===== config.mk =====
export PLATFORM = sky130hd
export DESIGN_NAME = lif_step_sched_flat
export DESIGN_NICKNAME = d
export VERILOG_FILES = /design/src/rtl/lif_step_sched_if.sv /design/src/rtl/lif_step_sched.sv /design/src/flat_wrapper.sv
export SDC_FILE = /design/constraint.sdc
export NUM_CORES = 1
export LEC_CHECK = 0
export BUFFER_PORTS_ARGS = -buffer_cell sky130_fd_sc_hd__buf_2
export CORE_UTILIZATION = 45
export CTS_BUF_LIST = sky130_fd_sc_hd__clkbuf_4 sky130_fd_sc_hd__clkbuf_8 sky130_fd_sc_hd__clkbuf_16
export DETAILED_ROUTE_END_ITERATION = 8
export SLEW_MARGIN = 40
export SYNTH_ARGS = -nofsm -noshare
export SYNTH_HDL_FRONTEND = slang
export SYNTH_SLANG_ARGS = --single-unit
export TNS_END_PERCENT = 5

===== constraint.sdc =====
create_clock -name clk -period 5.3 [get_ports clk]
set_input_delay 0 -clock clk [delete_from_list [all_inputs] [get_ports clk]]
set_output_delay 0 -clock clk [all_outputs]
set_load 0.05 [all_outputs]

===== src/rtl/lif_step_sched_if.sv =====
// Bundle of the step-request handshake, current-fetch bus and spike result
// exchanged between a LIF step controller and its environment.
interface lif_step_sched_if #(
  parameter int ACC_BITS    = 8,
  parameter int IDX_BITS    = 2,
  parameter int NUM_NEURONS = 4
);
  logic                       start;
  logic                       clear;
  logic signed [ACC_BITS-1:0] beta;
  logic signed [ACC_BITS-1:0] threshold;
  logic [IDX_BITS-1:0]        cur_idx;
  logic signed [ACC_BITS-1:0] cur_data;
  logic                       busy;
  logic                       done;
  logic [NUM_NEURONS-1:0]     spike_out;

  // Environment side: requests steps, serves currents, consumes spikes.
  modport master (
    output start, clear, beta, threshold, cur_data,
    input  cur_idx, busy, done, spike_out
  );

  // Controller side.
  modport slave (
    input  start, clear, beta, threshold, cur_data,
    output cur_idx, busy, done, spike_out
  );
endinterface


===== src/rtl/lif_step_sched.sv =====
// Time-multiplexed Leaky-Integrate-and-Fire step controller. One shared
// multiply, add and subtract path walks every neuron in turn per start pulse:
// V = V*beta + I, then fire when V >= threshold and reset by subtraction.
module lif_step_sched #(
  parameter int ACC_BITS    = 8,
  parameter int FRAC_BITS   = 6,
  parameter int NUM_NEURONS = 4,
  parameter int IDX_BITS    = 2
) (
  input  logic             clk,
  input  logic             rst,
  lif_step_sched_if.slave  bus
);

  typedef enum logic [2:0] {
    S_IDLE  = 3'd0,
    S_FETCH = 3'd1,
    S_DECAY = 3'd2,
    S_INTEG = 3'd3,
    S_FIRE  = 3'd4,
    S_DONE  = 3'd5
  } state_t;

  localparam logic [IDX_BITS-1:0] LAST_IDX = IDX_BITS'(NUM_NEURONS - 1);

  // Fixed-point multiply: floor (arithmetic shift) of the full product, upper
  // overflow bits dropped.
  function automatic logic signed [ACC_BITS-1:0] mult_f(
    input logic signed [ACC_BITS-1:0] a,
    input logic signed [ACC_BITS-1:0] b
  );
    logic signed [2*ACC_BITS-1:0] prod;
    prod = a * b;
    return prod[FRAC_BITS+ACC_BITS-1:FRAC_BITS];
  endfunction

  // Two's-complement wrapping add.
  function automatic logic signed [ACC_BITS-1:0] adder_f(
    input logic signed [ACC_BITS-1:0] a,
    input logic signed [ACC_BITS-1:0] b
  );
    return a + b;
  endfunction

  // Two's-complement wrapping subtract.
  function automatic logic signed [ACC_BITS-1:0] subt_f(
    input logic signed [ACC_BITS-1:0] a,
    input logic signed [ACC_BITS-1:0] b
  );
    return a - b;
  endfunction

  state_t                     state_q, state_d;
  logic [IDX_BITS-1:0]        idx_q, idx_d;
  logic [IDX_BITS-1:0]        cur_idx_q, cur_idx_d;
  logic                       busy_q, busy_d;
  logic                       done_q, done_d;
  logic [NUM_NEURONS-1:0]     spike_q, spike_d;
  logic [NUM_NEURONS-1:0]     acc_q, acc_d;
  logic signed [ACC_BITS-1:0] beta_q, beta_d;
  logic signed [ACC_BITS-1:0] thr_q, thr_d;
  logic signed [ACC_BITS-1:0] i_q, i_d;
  logic signed [ACC_BITS-1:0] tmp_q, tmp_d;
  logic signed [ACC_BITS-1:0] v_q [NUM_NEURONS];
  logic signed [ACC_BITS-1:0] v_d [NUM_NEURONS];

  // Next-state logic: sequencer plus the single shared datapath.
  always_comb begin
    state_d   = state_q;
    idx_d     = idx_q;
    cur_idx_d = cur_idx_q;
    busy_d    = busy_q;
    done_d    = 1'b0;
    spike_d   = spike_q;
    acc_d     = acc_q;
    beta_d    = beta_q;
    thr_d     = thr_q;
    i_d       = i_q;
    tmp_d     = tmp_q;
    v_d       = v_q;
    case (state_q)
      S_IDLE: begin
        if (bus.clear) begin
          for (int n = 0; n < NUM_NEURONS; n++) begin
            v_d[n] = '0;
          end
        end else if (bus.start) begin
          beta_d    = bus.beta;
          thr_d     = bus.threshold;
          idx_d     = '0;
          cur_idx_d = '0;
          acc_d     = '0;
          busy_d    = 1'b1;
          state_d   = S_FETCH;
        end else begin
          state_d = S_IDLE;
        end
      end
      S_FETCH: begin
        i_d     = bus.cur_data;
        state_d = S_DECAY;
      end
      S_DECAY: begin
        tmp_d   = mult_f(v_q[idx_q], beta_q);
        state_d = S_INTEG;
      end
      S_INTEG: begin
        tmp_d   = adder_f(tmp_q, i_q);
        state_d = S_FIRE;
      end
      S_FIRE: begin
        if (tmp_q >= thr_q) begin
          v_d[idx_q]   = subt_f(tmp_q, thr_q);
          acc_d[idx_q] = 1'b1;
        end else begin
          v_d[idx_q] = tmp_q;
        end
        if (idx_q == LAST_IDX) begin
          done_d  = 1'b1;
          state_d = S_DONE;
        end else begin
          idx_d     = idx_q + IDX_BITS'(1);
          cur_idx_d = idx_q + IDX_BITS'(1);
          state_d   = S_FETCH;
        end
      end
      S_DONE: begin
        spike_d = acc_q;
        busy_d  = 1'b0;
        state_d = S_IDLE;
      end
      default: begin
        busy_d  = 1'b0;
        state_d = S_IDLE;
      end
    endcase
  end

  // State and output registers; async reset abandons any step in flight.
  always_ff @(posedge clk or posedge rst) begin
    if (rst) begin
      state_q   <= S_IDLE;
      idx_q     <= '0;
      cur_idx_q <= '0;
      busy_q    <= 1'b0;
      done_q    <= 1'b0;
      spike_q   <= '0;
      acc_q     <= '0;
      beta_q    <= '0;
      thr_q     <= '0;
      i_q       <= '0;
      tmp_q     <= '0;
      for (int n = 0; n < NUM_NEURONS; n++) begin
        v_q[n] <= '0;
      end
    end else begin
      state_q   <= state_d;
      idx_q     <= idx_d;
      cur_idx_q <= cur_idx_d;
      busy_q    <= busy_d;
      done_q    <= done_d;
      spike_q   <= spike_d;
      acc_q     <= acc_d;
      beta_q    <= beta_d;
      thr_q     <= thr_d;
      i_q       <= i_d;
      tmp_q     <= tmp_d;
      v_q       <= v_d;
    end
  end

  assign bus.cur_idx   = cur_idx_q;
  assign bus.busy      = busy_q;
  assign bus.done      = done_q;
  assign bus.spike_out = spike_q;

endmodule


===== src/flat_wrapper.sv =====
// flat-port wrapper written by rule: the top's interface ports become plain ports
module lif_step_sched_flat 
#(
  parameter int ACC_BITS    = 8,
  parameter int FRAC_BITS   = 6,
  parameter int NUM_NEURONS = 4,
  parameter int IDX_BITS    = 2
)
  (clk, rst, bus_start, bus_clear, bus_beta, bus_threshold, bus_cur_data, bus_cur_idx, bus_busy, bus_done, bus_spike_out);
  lif_step_sched_if #(.ACC_BITS(ACC_BITS), .IDX_BITS(IDX_BITS), .NUM_NEURONS(NUM_NEURONS)) bus_i ();
  input  logic clk;
  input  logic rst;
  input wire logic [$bits(bus_i.start)-1:0] bus_start;
  input wire logic [$bits(bus_i.clear)-1:0] bus_clear;
  input wire logic [$bits(bus_i.beta)-1:0] bus_beta;
  input wire logic [$bits(bus_i.threshold)-1:0] bus_threshold;
  input wire logic [$bits(bus_i.cur_data)-1:0] bus_cur_data;
  output wire logic [$bits(bus_i.cur_idx)-1:0] bus_cur_idx;
  output wire logic [$bits(bus_i.busy)-1:0] bus_busy;
  output wire logic [$bits(bus_i.done)-1:0] bus_done;
  output wire logic [$bits(bus_i.spike_out)-1:0] bus_spike_out;
  assign bus_i.start = bus_start;
  assign bus_i.clear = bus_clear;
  assign bus_i.beta = bus_beta;
  assign bus_i.threshold = bus_threshold;
  assign bus_i.cur_data = bus_cur_data;
  assign bus_cur_idx = bus_i.cur_idx;
  assign bus_busy = bus_i.busy;
  assign bus_done = bus_i.done;
  assign bus_spike_out = bus_i.spike_out;
  lif_step_sched #(.ACC_BITS(ACC_BITS), .FRAC_BITS(FRAC_BITS), .NUM_NEURONS(NUM_NEURONS), .IDX_BITS(IDX_BITS)) u_core (.clk(clk), .rst(rst), .bus(bus_i));
endmodule

==> summary.txt, run 1 <==
Global routing
  – Largest net degree at the start of global routing: 80
  – Number of global-route vias before repair: 4,534
  – Initial antenna violation count: 0
  – All-layer global routing usage: 21.6%
  – First-pass GRT wire length: 23.3 mm
  – Remaining global-route overflow: 0

STA
  – Final setup fails: 0
  – Worst hold margin: 0.0413 ns
  – Final Cycle Share: 96.7%
  – Setup TNS: 0 ns
  – Final Max Slew Viols: 0
  – Tmin final: 5.13 ns
  – Fin. Hold Viols: 0
  – Worst-margin pin slew: 0.830 ns
  – Achievable Freq: 195 MHz
  – Worst Skew: 0.00887 ns
  – Slew headroom: 44.3%

Logic synthesis
  – Yosys top cell by area: dfrtp_1
  – Post-Synth XOR/XNOR Area: 3.52%
  – Post-synthesis simple-gate area fraction: 12.9%
  – Top_reg_cell synth: dfrtp_1
  – Largest family of logic cells by synthesized area: adder cells
  – Ys Warns: 0
  – Post-synthesis compound-gate area fraction: 12.0%
  – EDFF count, synth: 0
  – Area contributors post-synth: dfrtp_1, fa_1, ha_1
  – #FFs+latches synth: 79
  – Mux contribution to synthesized area: 8.45%
  – Share of the yosys chip area belonging to registers: 31.9%
  – Synthesized area: 6190 um2
  – Post-Syn Nets: 716
  – Share of the synthesized area in the top cell type: 31.9%
  – Syn Inst Count: 597
  – Adder-cell area share of the yosys netlist: 24.2%
  – Netlist cell types: 59
  – Avg Inst Size Synth: 10.4 um2
  – Ys async rst share: 100%

Finish
  – Multi-input logic area: 3830 um2
  – Filler cells: 1,201
  – Antenna fix cells: 0
  – Commonest non-fill, non-tap cells in the layout: inv_1, dfrtp_1, nand2_1
  – Layout cells sized above 1: 19.1%
  – Fin nets: 793
  – Non-filler cells, final: 855
  – Layout area overhead: 18.2%
  – Most common cell after layout, fill and taps aside: inv_1
  – Storage element area: 1980 um2
  – Final core area utilization: 54.8%

Die
  – Die height: 119 um
  – Rows: 42
  – Starting Density: 46.4%
  – Die width: 119 um
  – Die area: 14,200 um2
  – Core ar.: 13,300 um2
  – I/O pins: 36

Critical path
  – WP data required: 5.52 ns
  – Crit path launch type: flip-flop
  – Crit path max fanout: 7
  – Critical Path Sink Type: flip-flop
  – WP data arrival: 5.35 ns
  – Crit Path Category: reg2reg

Routing
  – WL final: 14.1 mm
  – Initial DRC Count: 219
  – Total vias in the final route: 4,462
  – DR vias/cell: 5.22
  – Pre-antenna DRT Iters: 4
  – Mean routed wirelength per cell: 16.5 um
  – # DRC: 0
  – Routed Antenna Nets: 0

Clock tree
  – Worst-skew pair later-pin latency: 0.35 ns
  – CTS Buf Count: 9
  – Clk sinks: 79
  – Clock transition at the registers of the reported paths: 0.06 ns
  – CTS tree: yes
  – Root Buffer: clkbuf_16
  – H-tree depth: 3
  – CTS max path bufs: 2

Job
  – Max Cap Violations: 0

Placed design
  – Port Buffers: 35
  – DP HPWL: 10.4 mm
  – Placer Congestion: 0.839
  – Dpl cells: 807

Outcome
  – Outcome: finished, final reports clean

Worst hold path
  – HP Class: in2reg
[registers in the layout (all words and copies together), names as in the netlist]
| name | cells |
|---|---|
| u_core.acc_q | 4 |
| u_core.bus.done | 1 |
| u_core.bus.spike_out | 4 |
| u_core.i_q | 8 |
| u_core.bus.busy | 1 |
| u_core.v_q | 32 |
| u_core.beta_q | 8 |
| u_core.thr_q | 8 |
| u_core.idx_q | 2 |
| u_core.tmp_q | 8 |
| u_core.state_q | 3 |
[critical path, stage by stage, from the launching register on]
cell and delay, ns:
dfrtp_2 0.41, clkbuf_16 0.16, mux4_2 0.57, buf_4 0.17
and2_1 0.16, fa_1 0.49, fa_1 0.55, fa_1 0.55
inv_1 0.05, fa_1 0.53, inv_1 0.04, ha_1 0.29
nor2_1 0.06, a21oi_2 0.15, o41ai_4 0.12, o21bai_2 0.20
a21oi_2 0.08, xnor2_1 0.13, a221o_1 0.29
[per-layer routing]
metal / vias up / track usage, % / share of wire, %
li1: 2140 / - / -
met1: 2204 / 28.7 / 45
met2: 93 / 35.1 / 49
met3: 25 / 2.54 / 3.0
met4: 0 / 10.8 / 3.1
met5: - / 0 / 0
[kinds of logic (layout without fill, tap and decap cells)]
kind of cell / Yosys count / count (layout)
AO/OA/AOI/OAI: 112 / 112
XOR/XNOR: 24 / 24
adder cells (fa/ha/maj): 91 / 91
buffers and inverters: 102 / 184
flip-flops: 79 / 79
multiplexers: 37 / 37
AND/OR/NAND/NOR: 152 / 152
[stage by stage]
| stage | setup WS [ns] | area (um2) |
|---|---|---|
| final | 0.173 | 7320 |
| after global routing | -0.0176 | 7320 |
| after CTS | 0.0303 | 7170 |
| after detailed placement | -0.0431 | 6570 |
| after global placement | 0.00617 | 6570 |
| after floorplan | 0.00517 | 6180 |
[cell usage after synthesis (3+ instances only)]
cell and instances:
buf_6 4, xnor2_1 14, mux2i_1 7, nor2_1 14, and3_1 6, fa_1 48
mux2_2 21, dfrtp_1 79, xor2_1 9, a221o_1 3, and2_1 36, clkbuf_1 4
and2_2 4, o31ai_1 4, mux4_1 6, a21oi_1 19, a32oi_1 4, o21ai_0 22
nand2b_1 7, o21ai_1 23, inv_1 89, nor3_1 3, o21a_1 3, ha_1 43
a21o_1 8, nor2b_1 11, a211oi_1 4, a22o_1 9, nand2_1 58
[path summary, 6_finish.rpt]
path                            slack (ns)  depth (start not counted)                 to             from
worst max-delay path                  0.17                         18    u_core.tmp_q[6]  u_core.idx_q[1]
worst min-delay path                  0.04                          4  u_core.state_q[0]        bus_clear
worst max register to register        0.17                         18    u_core.tmp_q[6]  u_core.idx_q[1]
worst min register to register        0.48                          1    u_core.bus.busy  u_core.bus.busy
max in group asynchronous             4.54                          5  u_core.state_q[2]              rst
min in group asynchronous             0.20                          4    u_core.bus.done              rst
[cell type report]
type | instances | area share, %
inverters | 89 | 4.58
clock buffers | 11 | 3.37
well taps | 176 | 3.01
multi-input cells | 416 | 52.3
repair buffers | 79 | 8.55
clock inverters | 5 | 1.11
flip-flops and latches | 79 | 27.0
[repair_timing]
| item | in CTS | in global routing |
|---|---|---|
| setup endpoints to repair | 3 | 6 |
| hold buffers | 25 | 0 |
| pin swaps | 0 | 15 |
| gates resized for setup | 1 | 20 |
| endpoints found under the hold margin | 103 | 0 |
| cloned | 0 | 1 |
| setup buffers | 1 | 4 |
Power of run 1 is not shown: default switching activity piles up to over one toggle a cycle in this logic, so the estimate is an artifact.
==> run 2, diff against run 1 <==
Settings changed: CELL_PAD_IN_SITES_DETAIL_PLACEMENT set to 0, CELL_PAD_IN_SITES_GLOBAL_PLACEMENT set to 1, PLACE_DENSITY_LB_ADDON set to 0.1.
==> summary.txt, run 2 (synthesis results as in run 1) <==
Critical path
  – Crit path max fanout: 7 (unchanged)
  – Crit Path Category: reg2reg
  – Reg2reg start: u_core.idx_q[1]
  – Reg2reg end: u_core.tmp_q[6]
  – WP data arrival: 5.34 ns (about the same)
  – WP data required: 5.53 ns (about the same)
  – Critical Path Sink Type: flip-flop
  – Reg2Reg Depth: 19 (+1)
  – Crit path launch type: flip-flop
  – R2r setup slk: 0.20 ns (+0.03 ns)

Die
  – Die height: 119 um (unchanged)
  – Rows: 42 (unchanged)
  – Die width: 119 um (unchanged)
  – I/O pins: 36 (unchanged)
  – Core ar.: 13,300 um2 (unchanged)
  – Die area: 14,200 um2 (unchanged)
  – Starting Density: 46.4% (unchanged)

Routing
  – Initial DRC Count: 257 (+17%)
  – Routed Antenna Nets: 0 (unchanged)
  – # DRC: 0 (unchanged)
  – Pre-antenna DRT Iters: 4 (unchanged)
  – DR vias/cell: 5.23 (+0.25%)
  – Total vias in the final route: 4,473 (+0.25%)
  – WL final: 14.3 mm (+1.4%)
  – Mean routed wirelength per cell: 16.7 um (+1.4%)

Clock tree
  – CTS tree: yes
  – Clk sinks: 79 (unchanged)
  – Worst-skew pair later-pin latency: 0.35 ns (about the same)
  – Clock transition at the registers of the reported paths: 0.06 ns (about the same)
  – CTS max path bufs: 2 (unchanged)
  – CTS Buf Count: 9 (unchanged)
  – H-tree depth: 3 (unchanged)
  – Root Buffer: clkbuf_16

Finish
  – Top reg by flops: u_core.v_q
  – Commonest non-fill, non-tap cells in the layout: inv_1, dfrtp_1, nand2_1
  – Filler cells: 1,258 (+4.7%)
  – Max FFs per register: 32 (unchanged)
  – Antenna fix cells: 0 (unchanged)
  – Fin nets: 793 (unchanged)
  – Most common cell after layout, fill and taps aside: inv_1
  – Layout area overhead: 18.5%
  – Layout cells sized above 1: 20.0% (+0.88 points)

Global routing
  – Initial antenna violation count: 0 (unchanged)
  – Number of global-route vias before repair: 4,705 (+3.8%)
  – All-layer global routing usage: 21.9% (+0.29 points)
  – Remaining global-route overflow: 0 (unchanged)
  – First-pass GRT wire length: 23.6 mm (+1.4%)
  – Largest net degree at the start of global routing: 80 (unchanged)

Placed design
  – DP HPWL: 10.8 mm (+3.2%)
  – Placer Congestion: 0.840 (about the same)
  – Port Buffers: 35 (unchanged)

STA
  – Tmin final: 5.10 ns (-0.0258 ns)
  – Achievable Freq: 196 MHz (+0.51%)
  – Setup TNS: 0 ns (unchanged)
  – Worst-margin pin slew: 0.863 ns (+0.0328 ns)
  – Fin. Hold Viols: 0 (unchanged)
  – Final Max Slew Viols: 0 (unchanged)
  – Worst Skew: 0.00571 ns (-0.00317 ns)
  – Final Cycle Share: 96.3% (-0.49 points)
  – Slew headroom: 42.1% (-2.2 points)
  – Final setup fails: 0 (unchanged)

Job
  – Max Cap Violations: 0 (unchanged)

Outcome
  – Outcome: finished, final reports clean

Worst hold path
  – HP Class: in2reg
  – Hold path cells: 4 (unchanged)
  – Hold_sp: bus_clear
  – End of the worst hold path: u_core.state_q[0]
==> run 2: worst max path at each step <==
stage	from	to	slack, ns	cells past startpoint
2_1_floorplan	u_core.idx_q[1]	u_core.tmp_q[6]	0.005	17
3_3_place_gp	u_core.idx_q[1]	u_core.tmp_q[6]	0.09	16
3_5_place_dp	u_core.idx_q[1]	u_core.tmp_q[6]	-0.03	16
4_1_cts	u_core.idx_q[1]	u_core.tmp_q[6]	0.01	19
5_1_grt	u_core.idx_q[1]	u_core.tmp_q[6]	-0.008	19
6_report	u_core.idx_q[1]	u_core.tmp_q[6]	0.20	19
==> run 2: stage by stage <==
step	setup WS [ns]	util [%]	instances	hold WS [ns]	instance area [um2]
after floorplan	0.00517	-	597	0.117	6180
after global routing	-0.00753	54.9	855	0.0790	7330
after CTS	0.0119	54.0	852	0.0391	7200
after detailed placement	-0.0300	49.2	806	0.208	6570
final	0.198	54.9	855	0.0477	7330
after global placement	0.0856	49.2	806	0.206	6560
==> run 2: worst max-delay path: stages, from the launching register on <==
cell	delay (ns)
dfrtp_2	0.45
buf_6	0.14
mux4_2	0.58
and2_4	0.20
fa_1	0.53
inv_1	0.05
fa_1	0.47
inv_1	0.05
fa_1	0.52
inv_1	0.05
fa_1	0.52
inv_1	0.06
ha_4	0.26
o21ai_1	0.08
a21oi_2	0.20
o41ai_4	0.13
o21bai_2	0.18
a21oi_2	0.08
xnor2_1	0.12
a221o_1	0.31
==> run 2: cell type report <==
| type | count | area, um2 | area share [%] |
|---|---|---|---|
| Sequential cell | 79 | 1980 | 27.0 |
| Inverter | 89 | 335 | 4.57 |
| Timing Repair Buffer | 79 | 607 | 8.28 |
| Multi-Input combinational cell | 416 | 3850 | 52.5 |
| Tap cell | 176 | 220 | 3.00 |
| Clock buffer | 10 | 233 | 3.17 |
| Clock inverter | 6 | 110 | 1.50 |
==> run 2: repair_timing <==
| item | CTS | global route |
|---|---|---|
| hold buffers | 25 | 0 |
| pin swaps | 4 | 15 |
| setup endpoints to repair | 2 | 5 |
| gates resized for setup | 6 | 24 |
| setup buffers | 5 | 2 |
| endpoints found under the hold margin | 103 | 0 |
==> run 2: metal layers <==
metal,part of all wire [%],global-route usage (%),up-vias
li1,-,-,2137
met1,44,28.6,2230
met2,49,36.2,82
met3,3.8,3.11,24
met4,2.8,9.57,0
met5,0,0,-
Power of run 2 is left out for the same reason.
==> run 3, diff against run 2 <==
==> constraint.sdc (replaced) <==
create_clock -name clk -period 5.3 [get_ports clk]
set_input_delay 1.325 -clock clk [delete_from_list [all_inputs] [get_ports clk]]
set_output_delay 1.325 -clock clk [all_outputs]
set_load 0.05 [all_outputs]
==> summary.txt, run 3 (synthesis results as in run 1) <==
Global routing
  – Largest net degree at the start of global routing: 46 (-43%)
  – Number of global-route vias before repair: 4,602 (-2.2%)
  – First-pass GRT wire length: 23.8 mm (+0.85%)
  – All-layer global routing usage: 22.1% (+0.20 points)
  – Initial antenna violation count: 0 (unchanged)
  – Remaining global-route overflow: 0 (unchanged)

Worst hold path
  – HP Class: reg2reg

Routing
  – Pre-antenna DRT Iters: 4 (unchanged)
  – Mean routed wirelength per cell: 16.9 um (+1.2%)
  – Routed Antenna Nets: 0 (unchanged)
  – DR vias/cell: 5.22 (-0.18%)
  – Total vias in the final route: 4,329 (-3.2%)
  – Initial DRC Count: 180 (-30%)
  – # DRC: 0 (unchanged)
  – WL final: 14.0 mm (-1.9%)

Die
  – I/O pins: 36 (unchanged)
  – Rows: 42 (unchanged)
  – Die height: 119 um (unchanged)
  – Die width: 119 um (unchanged)
  – Core ar.: 13,300 um2 (unchanged)
  – Starting Density: 46.4% (unchanged)
  – Die area: 14,200 um2 (unchanged)

Finish
  – Filler cells: 1,257 (-0.079%)
  – Most common cell after layout, fill and taps aside: inv_1
  – Layout cells sized above 1: 20.7% (+0.64 points)
  – Storage element area: 1980 um2 (unchanged)
  – Layout area overhead: 13.4%
  – Top reg by flops: u_core.v_q
  – Commonest non-fill, non-tap cells in the layout: inv_1, dfrtp_1, nand2_1
  – Multi-input logic area: 3840 um2 (-0.23%)
  – Antenna fix cells: 0 (unchanged)
  – Fin nets: 767 (-3.3%)
  – Max FFs per register: 32 (unchanged)

STA
  – Final Max Slew Viols: 0 (unchanged)
  – Achievable Freq: 195 MHz (-0.32%)
  – Final setup margin: 0.182 ns (-0.0166 ns)
  – Slew headroom: 45.2% (+3.1 points)
  – Tmin final: 5.12 ns (+0.0166 ns)
  – Fin. Hold Viols: 0 (unchanged)
  – Worst Skew: 0.00663 ns (+0.000925 ns)
  – Final Cycle Share: 96.6% (+0.31 points)
  – Worst-margin pin slew: 0.816 ns (-0.0468 ns)
  – Final setup fails: 0 (unchanged)

Critical path
  – WP data required: 5.53 ns (about the same)
  – Worst Path Buf+Inv: 4 (-1)
  – WP data arrival: 5.34 ns (about the same)
  – Slowest stage delay, CP: 0.52 ns (-0.06 ns)
  – Crit Path Category: reg2reg
  – Critical Path Sink Type: flip-flop
  – Crit path cell chain: buf_6 > mux4_2 > buf_6 > and2_1 > fa_1 > inv_1 > fa_1 > inv_1 > ha_1 > fa_1 > ha_1 > and3_4 > a221o_1 > o41ai_4 > o21bai_2 > a21oi_2 > xnor2_1 > a221o_1
  – Crit path max fanout: 6 (-1)
  – CP max-delay cell: mux4_2
  – Most frequent CP cell: fa_1
  – Crit path launch type: flip-flop
  – CP top delay family: adder cells

Clock tree
  – CTS tree: yes
  – Hold_buf cts: 0 (-100%)
  – Clock transition at the registers of the reported paths: 0.07 ns (about the same)
  – Worst-skew pair later-pin latency: 0.35 ns (about the same)
  – Clk sinks: 79 (unchanged)
  – CTS Buf Count: 9 (unchanged)
  – H-tree depth: 3 (unchanged)
  – Root Buffer: clkbuf_16
  – CTS max path bufs: 2 (unchanged)

Placed design
  – Port Buffers: 35 (unchanged)
  – DP HPWL: 10.8 mm (about the same)
  – Placer Congestion: 0.844 (+0.45%)
  – Dpl ws: -0.0254 ns (+0.00461 ns)

Job
  – Max Cap Violations: 0 (unchanged)

Outcome
  – Outcome: finished, final reports clean
==> run 3: final cells by class <==
cell class	count	area share, %
Clock buffer	11	3.51
Inverter	89	4.80
Sequential cell	79	28.2
Tap cell	176	3.14
Clock inverter	5	0.892
Multi-Input combinational cell	416	54.7
Timing Repair Buffer	53	4.74
==> run 3: routing by layer <==
layer	global-route usage, %	vias up	routed length [um]
met4	7.04	0	236
met3	3.88	17	420
met5	0	-	0
li1	-	2090	-
met1	29.3	2165	6320
met2	36.8	57	7070
==> run 3: final timing paths <==
path / from / end / slack [ns] / cells after the start
min: u_core.bus.busy / u_core.bus.busy / 0.47 / 1
max: u_core.idx_q[1] / u_core.tmp_q[6] / 0.18 / 18
min reg2reg: u_core.bus.busy / u_core.bus.busy / 0.47 / 1
min in group asynchronous: rst / u_core.v_q[7] / 1.05 / 2
max in group asynchronous: rst / u_core.v_q[10] / 3.34 / 3
max reg2reg: u_core.idx_q[1] / u_core.tmp_q[6] / 0.18 / 18
==> run 3: per-stage QoR <==
stage / hold WS, ns / utilization [%] / TNS [ns] / area (um2) / std cells
floorplan: 0.442 / - / 0 / 6180 / 597
global placement: 0.456 / 49.2 / 0 / 6560 / 806
detailed placement: 0.466 / 49.2 / -0.0254 / 6560 / 806
CTS: 0.480 / 51.6 / 0 / 6890 / 825
global route: 0.501 / 52.6 / -0.00845 / 7020 / 829
finish: 0.474 / 52.6 / 0 / 7020 / 829
==> run 3: worst reg2reg max path, delay by kind of cell, from the launching register on <==
family | cells | cell delay [ns]
DFF | 1 | 0.44
adders and majority gates | 5 | 1.87
muxes | 1 | 0.52
AOI/OAI and AO/OA | 5 | 1.30
buffers and inverters | 4 | 0.43
and+or+nand+nor | 2 | 0.35
xor gates and xnor gates | 1 | 0.09
==> run 3: timing repair <==
item,CTS,global route
setup endpoints to repair,1,5
setup buffers,3,4
resized for setup,0,32
pin swaps,0,16
Power of run 3 is left out for the same reason.
